`config.mk`:
```
export PLATFORM = sky130hd
export DESIGN_NAME = fetch_sequencer
export DESIGN_NICKNAME = d
export VERILOG_FILES = /design/src/rtl/fetch_pkg.sv /design/src/rtl/redirect_merge.sv /design/src/rtl/fetch_sequencer.sv
export SDC_FILE = /design/constraint.sdc
export NUM_CORES = 1
export LEC_CHECK = 0
export BUFFER_PORTS_ARGS = -buffer_cell sky130_fd_sc_hd__buf_2
export CORE_MARGIN = 10
export CORE_UTILIZATION = 40
export CTS_CLUSTER_DIAMETER = 100
export CTS_CLUSTER_SIZE = 8
export DETAILED_ROUTE_END_ITERATION = 6
export GPL_ROUTABILITY_DRIVEN = 0
export GPL_TIMING_DRIVEN = 0
export PLACE_DENSITY = 0.74
export SLEW_MARGIN = 20
export SYNTH_ARGS = -nofsm -noshare
export SYNTH_HDL_FRONTEND = slang
export SYNTH_SLANG_ARGS = --single-unit
export TNS_END_PERCENT = 10
```
`constraint.sdc`:
```
create_clock -name clk -period 2.99 [get_ports clk]
set_clock_uncertainty 0.15 [all_clocks]
set_input_delay 0.299 -clock clk [delete_from_list [all_inputs] [get_ports clk]]
set_output_delay 0.299 -clock clk [all_outputs]
set_load 0.03 [all_outputs]
```
`src/rtl/fetch_pkg.sv`:
```
// rtl/fetch_pkg.sv - shared types and constants for the fetch sequencer
// Contents:
//   fetch_state_e  FSM states of the fetch sequencer
//   redir_src_e    redirect source; numeric order is priority (EXC highest)
//   PC_STEP        sequential PC increment applied by the PC register
package fetch_pkg;

    typedef enum logic [1:0] {
        IDLE  = 2'd0,
        FETCH = 2'd1,
        HOLD  = 2'd2
    } fetch_state_e;

    // Ordered so that a plain magnitude compare gives redirect priority.
    typedef enum logic [1:0] {
        NONE = 2'd0,
        JMP  = 2'd1,
        BR   = 2'd2,
        EXC  = 2'd3
    } redir_src_e;

    localparam int PC_STEP = 4;

endpackage

```
`src/rtl/redirect_merge.sv`:
```
// rtl/redirect_merge.sv - redirect priority select and pending-redirect register
// Ports:
//   clk, rstn                      clock, asynchronous active-low reset
//   excValid/excTarget             exception redirect request
//   brValid/brTarget               taken-branch redirect request
//   jmpValid/jmpTarget             jump redirect request
//   apply                          selected redirect is applied this cycle; clear pending
//   selValid/selTarget             best of pending and incoming redirect, this cycle
//   newValid                       some redirect request arrives this cycle
module redirect_merge
    import fetch_pkg::*;
#(
    parameter int ADDR_W = 32
) (
    input  logic              clk,
    input  logic              rstn,
    input  logic              excValid,
    input  logic [ADDR_W-1:0] excTarget,
    input  logic              brValid,
    input  logic [ADDR_W-1:0] brTarget,
    input  logic              jmpValid,
    input  logic [ADDR_W-1:0] jmpTarget,
    input  logic              apply,
    output logic              selValid,
    output logic [ADDR_W-1:0] selTarget,
    output logic              newValid
);

    redir_src_e        pendSrc;
    logic [ADDR_W-1:0] pendTarget;
    redir_src_e        inSrc;
    logic [ADDR_W-1:0] inTarget;
    redir_src_e        selSrc;

    always_comb begin
        inSrc    = NONE;
        inTarget = '0;
        if (excValid) begin
            inSrc    = EXC;
            inTarget = excTarget;
        end else if (brValid) begin
            inSrc    = BR;
            inTarget = brTarget;
        end else if (jmpValid) begin
            inSrc    = JMP;
            inTarget = jmpTarget;
        end
    end

    // A new request replaces the pending one unless the pending one outranks it;
    // at equal rank the younger request wins.
    always_comb begin
        selSrc    = pendSrc;
        selTarget = pendTarget;
        if (inSrc != NONE && inSrc >= pendSrc) begin
            selSrc    = inSrc;
            selTarget = inTarget;
        end
    end

    assign selValid = (selSrc != NONE);
    assign newValid = (inSrc != NONE);

    always_ff @(posedge clk or negedge rstn) begin
        if (!rstn) begin
            pendSrc    <= NONE;
            pendTarget <= '0;
        end else if (apply) begin
            pendSrc    <= NONE;
            pendTarget <= '0;
        end else begin
            pendSrc    <= selSrc;
            pendTarget <= selTarget;
        end
    end

endmodule

```
`src/rtl/fetch_sequencer.sv`:
```
// rtl/fetch_sequencer.sv - PC control, single-outstanding imem fetch, redirect squash, 1-entry buffer
// Optional feature macro: FETCH_SEQ_PERF_EN (adds PERF_W-wide performance counters).
// Ports:
//   clk, rstn                       clock, asynchronous active-low reset
//   i_pc                            current PC from the PC register
//   i_stall                         hazard stall, blocks new fetches only
//   i_exc_*/i_br_*/i_jmp_*          redirect requests (priority exc > br > jmp)
//   o_pc_pause/o_pc_we/o_pc_next    PC register control
//   o_imem_req/o_imem_addr          fetch request, held until i_imem_ack
//   i_imem_ack/i_imem_rdata         fetch completion and data
//   o_inst_valid/o_inst/o_inst_pc   output buffer to decode
//   i_inst_ready                    decode consumes the buffer
//   o_perf_*_cnt                    fetch/redirect/hold counters (FETCH_SEQ_PERF_EN only)
module fetch_sequencer
    import fetch_pkg::*;
#(
    parameter int ADDR_W = 32,
    parameter int DATA_W = 32
`ifdef FETCH_SEQ_PERF_EN
    ,
    parameter int PERF_W = 32
`endif
) (
    input  logic              clk,
    input  logic              rstn,
    input  logic [ADDR_W-1:0] i_pc,
    input  logic              i_stall,
    input  logic              i_exc_valid,
    input  logic [ADDR_W-1:0] i_exc_target,
    input  logic              i_br_valid,
    input  logic [ADDR_W-1:0] i_br_target,
    input  logic              i_jmp_valid,
    input  logic [ADDR_W-1:0] i_jmp_target,
    output logic              o_pc_pause,
    output logic              o_pc_we,
    output logic [ADDR_W-1:0] o_pc_next,
    output logic              o_imem_req,
    output logic [ADDR_W-1:0] o_imem_addr,
    input  logic              i_imem_ack,
    input  logic [DATA_W-1:0] i_imem_rdata,
    output logic              o_inst_valid,
    output logic [DATA_W-1:0] o_inst,
    output logic [ADDR_W-1:0] o_inst_pc,
`ifdef FETCH_SEQ_PERF_EN
    output logic [PERF_W-1:0] o_perf_fetch_cnt,
    output logic [PERF_W-1:0] o_perf_redirect_cnt,
    output logic [PERF_W-1:0] o_perf_stall_cnt,
`endif
    input  logic              i_inst_ready
);

    fetch_state_e      state;
    fetch_state_e      nextState;
    logic              selValid;
    logic [ADDR_W-1:0] selTarget;
    logic              newValid;
    logic              apply;
    logic              commit;
    logic              ackNow;
    logic              canStart;

    redirect_merge #(.ADDR_W(ADDR_W)) u_redirect_merge (
        .clk       (clk),
        .rstn      (rstn),
        .excValid  (i_exc_valid),
        .excTarget (i_exc_target),
        .brValid   (i_br_valid),
        .brTarget  (i_br_target),
        .jmpValid  (i_jmp_valid),
        .jmpTarget (i_jmp_target),
        .apply     (apply),
        .selValid  (selValid),
        .selTarget (selTarget),
        .newValid  (newValid)
    );

    // FETCH means a request is outstanding. The PC is paused for the whole
    // request, so driving the address straight from i_pc keeps it stable.
    assign o_imem_req  = (state == FETCH);
    assign o_imem_addr = (state == FETCH) ? i_pc : '0;
    assign ackNow      = (state == FETCH) && i_imem_ack;
    assign canStart    = !i_stall && (!o_inst_valid || i_inst_ready);

    always_comb begin
        nextState  = state;
        o_pc_pause = 1'b1;
        o_pc_we    = 1'b0;
        o_pc_next  = '0;
        apply      = 1'b0;
        commit     = 1'b0;
        case (state)
            FETCH: begin
                if (ackNow) begin
                    o_pc_pause = 1'b0;
                    if (selValid) begin
                        // Wrong-path data: drop it and jump the PC instead of +4.
                        o_pc_we   = 1'b1;
                        o_pc_next = selTarget;
                        apply     = 1'b1;
                        nextState = i_stall ? HOLD : FETCH;
                    end else begin
                        // The buffer is full next cycle, so the next fetch
                        // waits in HOLD until decode frees it.
                        commit    = 1'b1;
                        nextState = HOLD;
                    end
                end
            end
            default: begin
                if (selValid) begin
                    o_pc_pause = 1'b0;
                    o_pc_we    = 1'b1;
                    o_pc_next  = selTarget;
                    apply      = 1'b1;
                    nextState  = i_stall ? HOLD : FETCH;
                end else begin
                    nextState = canStart ? FETCH : HOLD;
                end
            end
        endcase
    end

    always_ff @(posedge clk or negedge rstn) begin
        if (!rstn) begin
            state <= IDLE;
        end else begin
            state <= nextState;
        end
    end

    // Any arriving redirect makes the buffered instruction wrong-path. A commit
    // never coincides with one, because a live redirect forces a squash.
    always_ff @(posedge clk or negedge rstn) begin
        if (!rstn) begin
            o_inst_valid <= 1'b0;
            o_inst       <= '0;
            o_inst_pc    <= '0;
        end else if (newValid) begin
            o_inst_valid <= 1'b0;
        end else if (commit) begin
            o_inst_valid <= 1'b1;
            o_inst       <= i_imem_rdata;
            o_inst_pc    <= o_imem_addr;
        end else if (o_inst_valid && i_inst_ready) begin
            o_inst_valid <= 1'b0;
        end
    end

`ifdef FETCH_SEQ_PERF_EN
    always_ff @(posedge clk or negedge rstn) begin
        if (!rstn) begin
            o_perf_fetch_cnt    <= '0;
            o_perf_redirect_cnt <= '0;
            o_perf_stall_cnt    <= '0;
        end else begin
            if (commit) begin
                o_perf_fetch_cnt <= o_perf_fetch_cnt + 1'b1;
            end
            if (apply) begin
                o_perf_redirect_cnt <= o_perf_redirect_cnt + 1'b1;
            end
            if (state == HOLD) begin
                o_perf_stall_cnt <= o_perf_stall_cnt + 1'b1;
            end
        end
    end
`endif

endmodule

```
==> summary.txt <==
GRT
  • Met2 Resource Use GR: 33.2%
  • Largest net degree at the start of global routing: 54
  • Number of global-route vias before repair: 5070
  • GRT met1 Usage: 19.3%
  • Gr usage total: 18.6%
  • First-pass GRT wire length: 26700 um
  • Initial antenna violation count: 2
  • GRT overflow: 0
  • Met3 global-route usage: 8.25%
  • Gr busiest metal: met2

Yosys
  • Register area share after synthesis: 49.5%
  • Number of distinct library cells after synthesis: 33
  • Mapped Cells: 457
  • Synth Warn #: 0
  • Post-synthesis average cell area: 11.2 um2
  • #FFs+latches synth: 101
  • Synth area leader: dfrtp_1
  • Top-area cell type share of the netlist area: 49.5%
  • Post-synth net total: 626
  • Synth Cell Area: 5100 um2
  • Area contributors post-synth: dfrtp_1 50%, mux2_4 14%, mux2i_1 6.3%

Timing
  • Worst slew pin tran: 0.493 ns
  • Min Hold Slack: 0.0374 ns
  • Fmax: 350 MHz
  • Crit path time final: 2.86 ns
  • Final hold violations: 0
  • Slew Limit Fails: 0
  • Slew margin rel.: 67.1%
  • Fin crit share: 95.6%
  • # setup viols final: 0
  • Total Neg Setup Slack: 0 ns
  • RSZ-0062 raised after global routing: no

Routing
  • First-pass iteration count of the detailed router: 4
  • Iteration-0 DRC Markers: 137
  • Detailed-route DRC error count: 0
  • Routed via count: 4541
  • Routed vias/inst: 4.77
  • Final WL: 17000 um
  • Post-DRT Antenna Nets: 0
  • WL per Instance: 17.9 um

Power
  • PD cells: 551 nW/um2
  • Logic pwr share: 32.4%
  • VDD IR max: 0.335 mV
  • Sequential group share of total power: 38.1%
  • Net Switching: 1.38 mW
  • Clk network pwr share: 29.5%
  • Leak Pwr: 4.30 nW
  • Sw Share: 34.0%
  • Int Power: 2.67 mW

Floorplan
  • Die height: 133 um
  • DIE AREA: 17700 um2
  • # rows: 41
  • Initial Util: 40.6%
  • Core ar.: 12600 um2
  • Ports: 300
  • Width of the die: 133 um

Clock tree
  • CTS max path bufs: 2
  • CTS tree: built
  • H-Tree Depth: 3
  • Clock Latency Late Sink: 0.33 ns
  • Clock-pin slew on the worst setup and hold paths: 0.07 ns
  • CTS Root Buffer Type: clkbuf_16
  • CTS sink cnt: 101
  • Total CTS buffers: 9

Cells and area
  • Area growth syn-to-layout: 44.1%
  • Most frequent cells in the layout: 271 x buf_2, 101 x dfrtp_1, 66 x nor2_1
  • Layout cells sized above 1: 53.1%
  • Commonest non-fill, non-tap cell in the layout: buf_2
  • NumNets Final: 942

Worst setup path
  • Setup crit start kind: flop
  • Crit. End Element: primary output
  • Crit path arrival time: 2.41 ns
  • CP Max Fanout: 10
  • Critical path class: flop to primary output
  • Critical Path RT: 2.54 ns
  • Worst r2r path cells: 10

Run
  • Max-Cap Viols: 0

Hold path
  • Hold Path Cell Cnt: 2
  • HP Class: input port to flop

Placed design
  • Port-buffer cells: 298
  • Post-DP HPWL: 13800 um

Run status
  • Status: finished, final reports clean
==> cells by family after synthesis <==
group	after synthesis	share of synthesized area, %
AND/OR/NAND/NOR	146	13.0
flip-flops	101	49.5
multiplexers	96	24.0
AO/OA/AOI/OAI	74	9.32
buffers and inverters	39	3.90
adder cells (fa/ha/maj)	1	0.245
==> sequential cells by signal, indices dropped and copies added, names as in the netlist <==
register	cells
u_redirect_merge.pendTarget	32
o_inst_pc	32
o_inst	32
u_redirect_merge.pendSrc	2
state	2
o_inst_valid	1
==> worst paths after layout <==
check                                            startpoint                              to  slack, ns
worst max-delay path            u_redirect_merge.pendSrc[1]                         o_pc_we       0.13
worst min-delay path                        i_imem_rdata[0]                       o_inst[0]       0.04
worst max register to register  u_redirect_merge.pendSrc[1]                    o_inst_pc[3]       0.29
worst min register to register                   o_inst[22]                      o_inst[22]       0.35
max in group asynchronous                              rstn  u_redirect_merge.pendTarget[4]       1.74
min in group asynchronous                              rstn                    o_inst_pc[5]       0.33
==> final cells by class <==
cell class                 count  area (um2)
fill                        1126        5220
sequential                   101        2530
multi-input combinational    317        2410
timing repair buffer         306        1660
clock buffer                  10         239
buffer                        34         215
tap                          172         215
clock inverter                 6        71.3
inverter                       4        15.0
antenna                        1        2.50
==> stage by stage <==
| stage | total power [mW] | util, % | cells | setup slack (ns) | instance area (um2) |
|---|---|---|---|---|---|
| 6_report | 4.05 | 58.5 | 951 | 0.133 | 7350 |
| 5_1_grt | 4.25 | 58.5 | 950 | 0.0256 | 7350 |
| 4_1_cts | 4.07 | 57.8 | 946 | -0.0659 | 7270 |
| 3_5_place_dp | 2.82 | 54.4 | 928 | -0.477 | 6840 |
| 3_3_place_gp | 2.79 | 54.2 | 927 | -0.459 | 6810 |
| 2_1_floorplan | 2.36 | - | 457 | -0.000983 | 5100 |
==> power by group through the flow <==
stage	registers (mW)	logic (mW)	clock network, mW
finish	1.55	1.31	1.20
global route	1.56	1.42	1.27
CTS	1.55	1.30	1.22
detailed placement	1.57	1.25	0
global placement	1.56	1.23	0
floorplan	1.73	0.633	0
==> synthesized netlist by cell type <==
master / count
a31oi_1: 1
a22oi_1: 32
nor3_1: 1
buf_4: 1
clkbuf_1: 19
nand2b_1: 3
o21ai_0: 32
nand2_1: 33
o31ai_1: 1
buf_1: 1
a21o_1: 1
or2_4: 1
a21oi_1: 3
a211oi_2: 1
buf_2: 9
dfrtp_1: 101
o221a_1: 1
nor2b_1: 1
mux2_4: 49
and3_1: 1
nand3b_1: 1
buf_6: 5
nand4_1: 1
inv_1: 4
ha_1: 1
or2_2: 2
and2_1: 32
o21a_1: 1
or3_1: 2
nor2_1: 68
mux2_2: 15
mux2i_1: 32
a211oi_1: 1
==> repair_timing <==
item                                    CTS  global route
pin swaps                                 1             3
hold endpoints to repair                 48             0
setup buffers                             1             5
resized for setup                        39            19
hold buffers                              1             0
endpoints found under the setup margin   31            31
==> worst max-delay path, cell delays in order, from the launching register on <==
cell and delay, ns:
dfrtp_1 0.37, inv_1 0.13, ha_4 0.23, or3_1 0.36, o221a_1 0.15, a211oi_2 0.19
or2_4 0.21, inv_2 0.08, buf_4 0.18, buf_4 0.18
==> layer usage <==
layer / part of all wire, % / vias to the layer above
met2: 51 / 187
met3: 9.9 / 14
li1: - / 2204
met5: 0.12 / -
met4: 1.1 / 2
met1: 38 / 2134
(Power assumes the default switching activity.)
